==> config.mk <==
export PLATFORM = sky130hd
export DESIGN_NAME = ram_port_arbiter
export DESIGN_NICKNAME = d
export VERILOG_FILES = /design/src/rtl/ram_port_arbiter.sv
export SDC_FILE = /design/constraint.sdc
export NUM_CORES = 1
export LEC_CHECK = 0
export CAP_MARGIN = 20
export CORE_MARGIN = 4
export CORE_UTILIZATION = 38
export CTS_CLUSTER_DIAMETER = 50
export DETAILED_ROUTE_END_ITERATION = 16
export PLACE_DENSITY_LB_ADDON = 0.15
export SYNTH_ARGS = -nofsm -noshare
export SYNTH_HDL_FRONTEND = slang
export SYNTH_SLANG_ARGS = --single-unit
==> constraint.sdc <==
create_clock -name clk -period 2.3 [get_ports clk]
set_input_delay 0.345 -clock clk [delete_from_list [all_inputs] [get_ports clk]]
set_output_delay 0.345 -clock clk [all_outputs]
set_load 0.01 [all_outputs]
==> src/rtl/ram_port_arbiter.sv <==
// Round-robin arbiter sharing one registered external RAM port between the
// icache refill engine (read bursts) and the dcache miss/writeback engine.
module ram_port_arbiter #(
    parameter int BURST_LEN = 8,
    parameter int RD_LAT    = 2
) (
    input  logic                         clk,
    input  logic                         srst_n,
    input  logic                         ic_req,
    input  logic [31:0]                  ic_addr,
    output logic                         ic_gnt,
    output logic                         ic_rvalid,
    output logic [31:0]                  ic_rdata,
    output logic                         ic_done,
    input  logic                         dc_req,
    input  logic                         dc_we,
    input  logic [31:0]                  dc_addr,
    input  logic [31:0]                  dc_wdata,
    output logic [$clog2(BURST_LEN)-1:0] dc_beat,
    output logic                         dc_gnt,
    output logic                         dc_rvalid,
    output logic [31:0]                  dc_rdata,
    output logic                         dc_done,
    output logic [31:0]                  ram_addr,
    output logic [31:0]                  ram_wdata,
    output logic [3:0]                   ram_wen,
    output logic                         ram_ren,
    input  logic [31:0]                  ram_rdata
);

    localparam int              BW        = $clog2(BURST_LEN);
    localparam logic [BW-1:0]   LAST_BEAT = BW'(BURST_LEN - 1);
    localparam logic [31:0]     BASE_MASK = ~(32'(BURST_LEN * 4) - 32'd1);

    typedef enum logic [1:0] {IDLE, RD_ISSUE, RD_DRAIN, WR_ISSUE} state_t;

    state_t              r_state;
    state_t              w_state_nxt;
    logic [BW-1:0]       r_beat;
    logic [BW-1:0]       r_dc_beat;
    logic                r_owner_dc;
    logic                r_last_dc;
    logic                r_ic_gnt;
    logic                r_dc_gnt;
    logic [RD_LAT-1:0]   r_vld_dly;
    logic [RD_LAT-1:0]   r_lst_dly;
    logic [31:0]         r_ram_addr;
    logic [31:0]         r_ram_wdata;
    logic [3:0]          r_ram_wen;
    logic                r_ram_ren;

    logic                w_any_req;
    logic                w_pick_dc;
    logic                w_start_wr;
    logic                w_last_beat;
    logic                w_rd_tail;
    logic                w_start;
    logic                w_step;
    logic                w_issue_end;
    logic                w_lst_in;
    logic                w_wr_done;
    logic [31:0]         w_start_addr;

    // A tie goes to whichever requester was not granted last.
    assign w_any_req    = ic_req | dc_req;
    assign w_pick_dc    = dc_req & (~ic_req | ~r_last_dc);
    assign w_start_wr   = w_pick_dc & dc_we;
    assign w_start_addr = (w_pick_dc ? dc_addr : ic_addr) & BASE_MASK;
    assign w_last_beat  = (r_beat == LAST_BEAT);
    assign w_rd_tail    = r_lst_dly[RD_LAT-1];

    always_ff @(posedge clk or negedge srst_n) begin
        if (!srst_n) begin
            r_state <= IDLE;
        end else begin
            r_state <= w_state_nxt;
        end
    end

    always_comb begin
        w_state_nxt = r_state;
        case (r_state)
            IDLE:     if (w_any_req)   w_state_nxt = w_start_wr ? WR_ISSUE : RD_ISSUE;
            RD_ISSUE: if (w_last_beat) w_state_nxt = RD_DRAIN;
            RD_DRAIN: if (w_rd_tail)   w_state_nxt = IDLE;
            WR_ISSUE: if (w_last_beat) w_state_nxt = IDLE;
            default:                   w_state_nxt = IDLE;
        endcase
    end

    always_comb begin
        w_start     = 1'b0;
        w_step      = 1'b0;
        w_issue_end = 1'b0;
        w_lst_in    = 1'b0;
        w_wr_done   = 1'b0;
        case (r_state)
            IDLE:     w_start = w_any_req;
            RD_ISSUE: begin
                w_step      = ~w_last_beat;
                w_issue_end = w_last_beat;
                w_lst_in    = w_last_beat;
            end
            WR_ISSUE: begin
                w_step      = ~w_last_beat;
                w_issue_end = w_last_beat;
                w_wr_done   = w_last_beat;
            end
            default: ;
        endcase
    end

    // The delay line mirrors the RAM read latency; owner is stable until IDLE.
    always_ff @(posedge clk or negedge srst_n) begin
        if (!srst_n) begin
            r_beat      <= '0;
            r_dc_beat   <= '0;
            r_owner_dc  <= 1'b0;
            r_last_dc   <= 1'b0;
            r_ic_gnt    <= 1'b0;
            r_dc_gnt    <= 1'b0;
            r_vld_dly   <= '0;
            r_lst_dly   <= '0;
            r_ram_addr  <= '0;
            r_ram_wdata <= '0;
            r_ram_wen   <= '0;
            r_ram_ren   <= 1'b0;
        end else begin
            r_ic_gnt     <= 1'b0;
            r_dc_gnt     <= 1'b0;
            r_vld_dly[0] <= r_ram_ren;
            r_lst_dly[0] <= w_lst_in;
            for (int i = 1; i < RD_LAT; i++) begin
                r_vld_dly[i] <= r_vld_dly[i-1];
                r_lst_dly[i] <= r_lst_dly[i-1];
            end
            if (w_start) begin
                r_owner_dc <= w_pick_dc;
                r_last_dc  <= w_pick_dc;
                r_ic_gnt   <= ~w_pick_dc;
                r_dc_gnt   <= w_pick_dc;
                r_beat     <= '0;
                r_ram_addr <= w_start_addr;
                r_ram_ren  <= ~w_start_wr;
                r_ram_wen  <= w_start_wr ? 4'hF : 4'h0;
                if (w_start_wr) begin
                    r_ram_wdata <= dc_wdata;
                    r_dc_beat   <= BW'(1);
                end
            end else if (w_step) begin
                r_beat     <= r_beat + BW'(1);
                r_ram_addr <= r_ram_addr + 32'd4;
                if (r_state == WR_ISSUE) begin
                    r_ram_wdata <= dc_wdata;
                    r_dc_beat   <= r_dc_beat + BW'(1);
                end
            end else if (w_issue_end) begin
                r_ram_ren <= 1'b0;
                r_ram_wen <= 4'h0;
                r_dc_beat <= '0;
            end
        end
    end

    assign ic_gnt    = r_ic_gnt;
    assign dc_gnt    = r_dc_gnt;
    assign ic_rvalid = r_vld_dly[RD_LAT-1] & ~r_owner_dc;
    assign dc_rvalid = r_vld_dly[RD_LAT-1] & r_owner_dc;
    assign ic_done   = w_rd_tail & ~r_owner_dc;
    assign dc_done   = (w_rd_tail & r_owner_dc) | w_wr_done;
    assign ic_rdata  = ram_rdata;
    assign dc_rdata  = ram_rdata;
    assign dc_beat   = r_dc_beat;
    assign ram_addr  = r_ram_addr;
    assign ram_wdata = r_ram_wdata;
    assign ram_wen   = r_ram_wen;
    assign ram_ren   = r_ram_ren;

endmodule

Word-level counts from Yosys, hierarchy flattened
Cells that the tools add are included.

Memory bits (writable): 0. Register bits: 84. Bits in latches: 0. Output and inout bits: 142. Bits in read-only memories: 0. Memories: 0. Bits of input ports: 133. Word-level logic and storage cells: 84.

Bitwise logic cells: 14. Shift operators: 0. Multiplexer cells: 34. Add/sub/neg operators: 3. Eq/ne operators: 11. Reduce and logical (&&, ||, !) cells: 10. $mul: 0. Magnitude comparators: 0. Div/mod/pow operators: 0.

Operator list (count): $mux W32 (7); $add A32 B3 Y32 const B (1); $mux W3 (7); $mux W4 (4); $ne A2 B2 Y1 const B (6); $mux W1 (10); $mux W2 (5); $pmux W2 S4 (1); $add A3 B1 Y3 const B (2); $and A1 B1 Y1 (6); $reduce_and A3 Y1 (2); $reduce_bool A2 Y1 (3); $not A1 Y1 (5); $eq A2 B2 Y1 const B (2); $reduce_and A4 Y1 (1); $eq A3 B3 Y1 const B (1); $ne A3 B2 Y1 const B (1); $or A1 B1 Y1 (3); $reduce_bool A3 Y1 (1); $eq A2 B1 Y1 const B (1); $logic_not A2 Y1 (1); $reduce_and A2 Y1 (1); $reduce_or A2 Y1 (1).

Longest topological paths before layout
Depth in word-level cells: 7. Depth in mapped cells: 9. Depth with buffers taken out: 7.

Least setup slack after synthesis
No wires, ideal clock.

Path kind: flip-flop to flip-flop. From: register r_ram_addr[7] (netlist: ram_addr[7]). To: register r_ram_addr[31] (netlist: ram_addr[31]). Library setup time: 0.094 ns. Path slack: 0.198 ns. Stages on the path, launching flop included: 7. Path buffers: 1. Clock period less this slack: 2.102 ns. Arrival time: 2.009 ns. Required time: 2.206 ns. Cell sequence: dfrtp_1 > buf_2 > nand4_4 > or4_4 > nor4b_2 > mux2_2 > a211oi_1.

Word-level cells in the longest chain between the ends: 3.

Ends and longest elaborated chain: start, declared (line 47) `logic [31:0] r_ram_addr;`; start signal, assigned (line 143) `r_ram_addr <= w_start_addr;`; start signal, assigned (line 152) `r_ram_addr <= r_ram_addr + 32'd4;`; $add A32 B3 Y32 (line 152); $mux W32 (line 150) `end else if (w_step) begin`; $mux W32 (line 137) `if (w_start) begin`.

Every way passes these cells. The select of a mux whose other input is x is not followed. A chain may end at the register's enable or synchronous reset.

Worst setup path in the final report
From: register r_beat[0]. To: output dc_done.

Word-level cells in the longest chain between the ends: 3.

Ends and longest elaborated chain: start, declared (line 39) `logic [BW-1:0] r_beat;`; start signal, assigned (line 151) `r_beat <= r_beat + BW'(1);`; $eq A3 B3 Y1 (line 69) `assign w_last_beat = (r_beat == LAST_BEAT);`; $mux W1 (line 97) `case (r_state)`; $or A1 B1 Y1 (line 170) `assign dc_done = (w_rd_tail & r_owner_dc) | w_wr_done;`; end, declared (line 23) `output logic dc_done,`.

Every way passes these cells.

==> run metrics <==
outcome complete, no violations; Max Freq 0.4460 GHz; worst min path class primary input to async pin; Max stage delay on crit path 0.48 ns; initial DRC count 280; Worst Path Class, Setup flip-flop to output pin; post-route minimum period 2.242 ns; total CTS buffers 9; Synth cell types 56; cell row count 39; Clock Sinks 79; ys flop type dfrtp_1; CTS tree built; CP Cell Sequence ha_1 > ha_2 > a32o_1 > clkdlybuf4s50_1; global-route wire length before repair 21090 um; via count 3883; # diodes 0; layout cells sized above 1 16.98%; DR pass1 iterations 4; vias in the first global route 4034; #FFs+latches synth 79; Synth top area share 43.06%; initial antenna violation count 0; CP delay by family, top buffers and inverters; Nets 709; Clock Latency Late Sink 0.33 ns; required time of the critical path 1.96 ns; Post-synth EDFFs 0; number of I/O pins 275; largest net degree at the start of global routing 45; worst-case clock buffer depth 2; crit-path max FO 5; root buffer cell clkbuf_16; number of max-cap violations 0; synth-to-layout area growth 40.31%; unrepaired setup endpoints after global routing false; area leader, netlist dfrtp_1; Slew HR 60.90%; commonest cells after routing, fill and taps aside clkdlybuf4s50_1, dfrtp_1, nand2_1, mux2_2, buf_4; buffers and inverters on the worst path 1; Placed Area 6128 um2; PortBufs 166; Initial Util 39.53%; Post-Synthesis Cells 456; Startpoint Class flip-flop; fin crit share 97.49%; Setup Fix Bufs, Post-CTS 0; leading cell type in the layout, fill and taps excluded clkdlybuf4s50_1; DIE AREA 13900 um2; setup TNS 0 ns; CP max stage cell clkdlybuf4s50_1; via-per-instance ratio 5.393; final setup fails 0; YS warnings 0; Core Region 11610 um2; Hold Fails Final Rpt 0; Die H 117.9 um; Synth Area per Inst 10.07 um2; Slew Viols, Final 0; Netlist Area Pre-Place 4591 um2; CP Capture Type output pin; sequential fraction of the synthesis area 43.06%; Final Instance Area 6441 um2; routed len/inst 18.25 um; peak supply drop 0.3428 mV; skew final 0.004750 ns; hpwl dp 10050 um; Total Wirelength 13140 um; clock transition at the registers of the reported paths 0.06 ns; Worst EP arrival 1.90 ns; Async SR Flop Fraction 100.0%; grt ovf 0; Die Wd 117.9 um; Area contributors post-synth dfrtp_1, buf_4, mux2_2; all-layer global routing usage 18.50%; RePlAce Congestion 0.8260; leak pwr 2.648 nW; H-Tree Depth 3; PD cells 494.8 nW/um2; Tightest Pin Transition 0.5865 ns; DRC errors left 0; ANT nets after route 0
## report_power, final
| group | leakage, nW | total, mW | switching (mW) | internal (mW) |
|---|---|---|---|---|
| Clock | 0.152 | 1.44 | 0.544 | 0.897 |
| Sequential | 0.954 | 1.43 | 0.0151 | 1.42 |
| Combinational | 1.54 | 0.311 | 0.0977 | 0.214 |
| Total | 2.65 | 3.19 | 0.657 | 2.53 |
## repair_timing
action | CTS | global route
hold buffers | 0 | 0
gates resized for setup | 1 | 1
setup endpoints to repair | 1 | 1
## path summary, 6_finish.rpt
check | cells after the start | endpoint | slack (ns) | start
worst max-delay path | 4 | dc_done | 0.06 | r_beat[0]$_DFFE_PN0N_
worst min-delay path | 1 | ram_addr[6]$_DFFE_PN0N_ | 0.006 | srst_n
worst max register to register | 5 | ram_addr[31]$_DFFE_PN0N_ | 0.15 | ram_addr[9]$_DFFE_PN0N_
worst min register to register | 0 | r_lst_dly[1]$_DFF_PN0_ | 0.35 | r_lst_dly[0]$_DFF_PN0_
max in group asynchronous | 2 | ram_addr[12]$_DFFE_PN0N_ | 1.67 | srst_n
min in group clk | 0 | r_lst_dly[1]$_DFF_PN0_ | 0.35 | r_lst_dly[0]$_DFF_PN0_
## synthesized netlist by cell type (all sizes together) (4+ instances only)
| cell | n |
|---|---|
| mux2 | 33 |
| a31oi | 7 |
| a22o | 6 |
| ha | 4 |
| inv | 9 |
| and4 | 5 |
| and3 | 6 |
| and2 | 5 |
| a21oi | 18 |
| a2bb2oi | 11 |
| a22oi | 12 |
| a222oi | 4 |
| dfrtp | 79 |
| buf | 80 |
| nand2 | 32 |
| nand4 | 12 |
| o21a | 4 |
| nor2 | 21 |
| a221oi | 4 |
| a221o | 5 |
| nand3 | 19 |
| o21ai | 13 |
| nor3 | 8 |
| clkbuf | 15 |
## final cells by class
class | count | area, um2
Timing Repair Buffer | 199 | 1969
Tap cell | 143 | 178.9
Inverter | 9 | 33.78
Multi-Input combinational cell | 274 | 1972
Clock buffer | 11 | 252.7
Fill cell | 1034 | 5172
Sequential cell | 79 | 1978
Clock inverter | 5 | 56.30
## registers in the layout, summed over array words and instances, names as in the netlist, 2 cells and up
register and cells:
r_beat 3, dc_beat 3, r_state 2, r_lst_dly 2
ram_wdata 32, r_vld_dly 2, ram_addr 30
## cell families after synthesis
kind of cell	count (synthesis)	share of synthesized area, %
muxes	35	8.531
and+or+nand+nor	119	14.23
buffers and inverters	104	14.45
AOI/OAI and AO/OA	111	17.99
adders and majority gates	4	1.090
other	1	0.08169
DFF	79	43.06
xor gates and xnor gates	3	0.5725
## through the flow
step / worst slack [ns] / hold slack (ns) / utilization [%] / instances / total power [mW]
2_1_floorplan: 0.1975 / 0.04941 / - / 457 / 1.629
3_3_place_gp: 0.06355 / 0.3333 / 52.77 / 704 / 1.772
3_5_place_dp: 0.05562 / 0.3387 / 52.77 / 704 / 1.776
4_1_cts: 0.04707 / 0.02975 / 55.45 / 720 / 3.235
5_1_grt: 0.009560 / 0.05805 / 55.46 / 720 / 3.317
6_report: 0.05784 / 0.005658 / 55.46 / 720 / 3.187
## routing by layer
metal	up-vias	GRT usage [%]	routed length [um]
met4	0	6.007	218
met2	171	30.43	6201
met5	-	0	0
met1	1840	22.80	5676
met3	26	6.343	1044
li1	1846	-	-
Note: power is estimated with default switching activity, not from simulation.
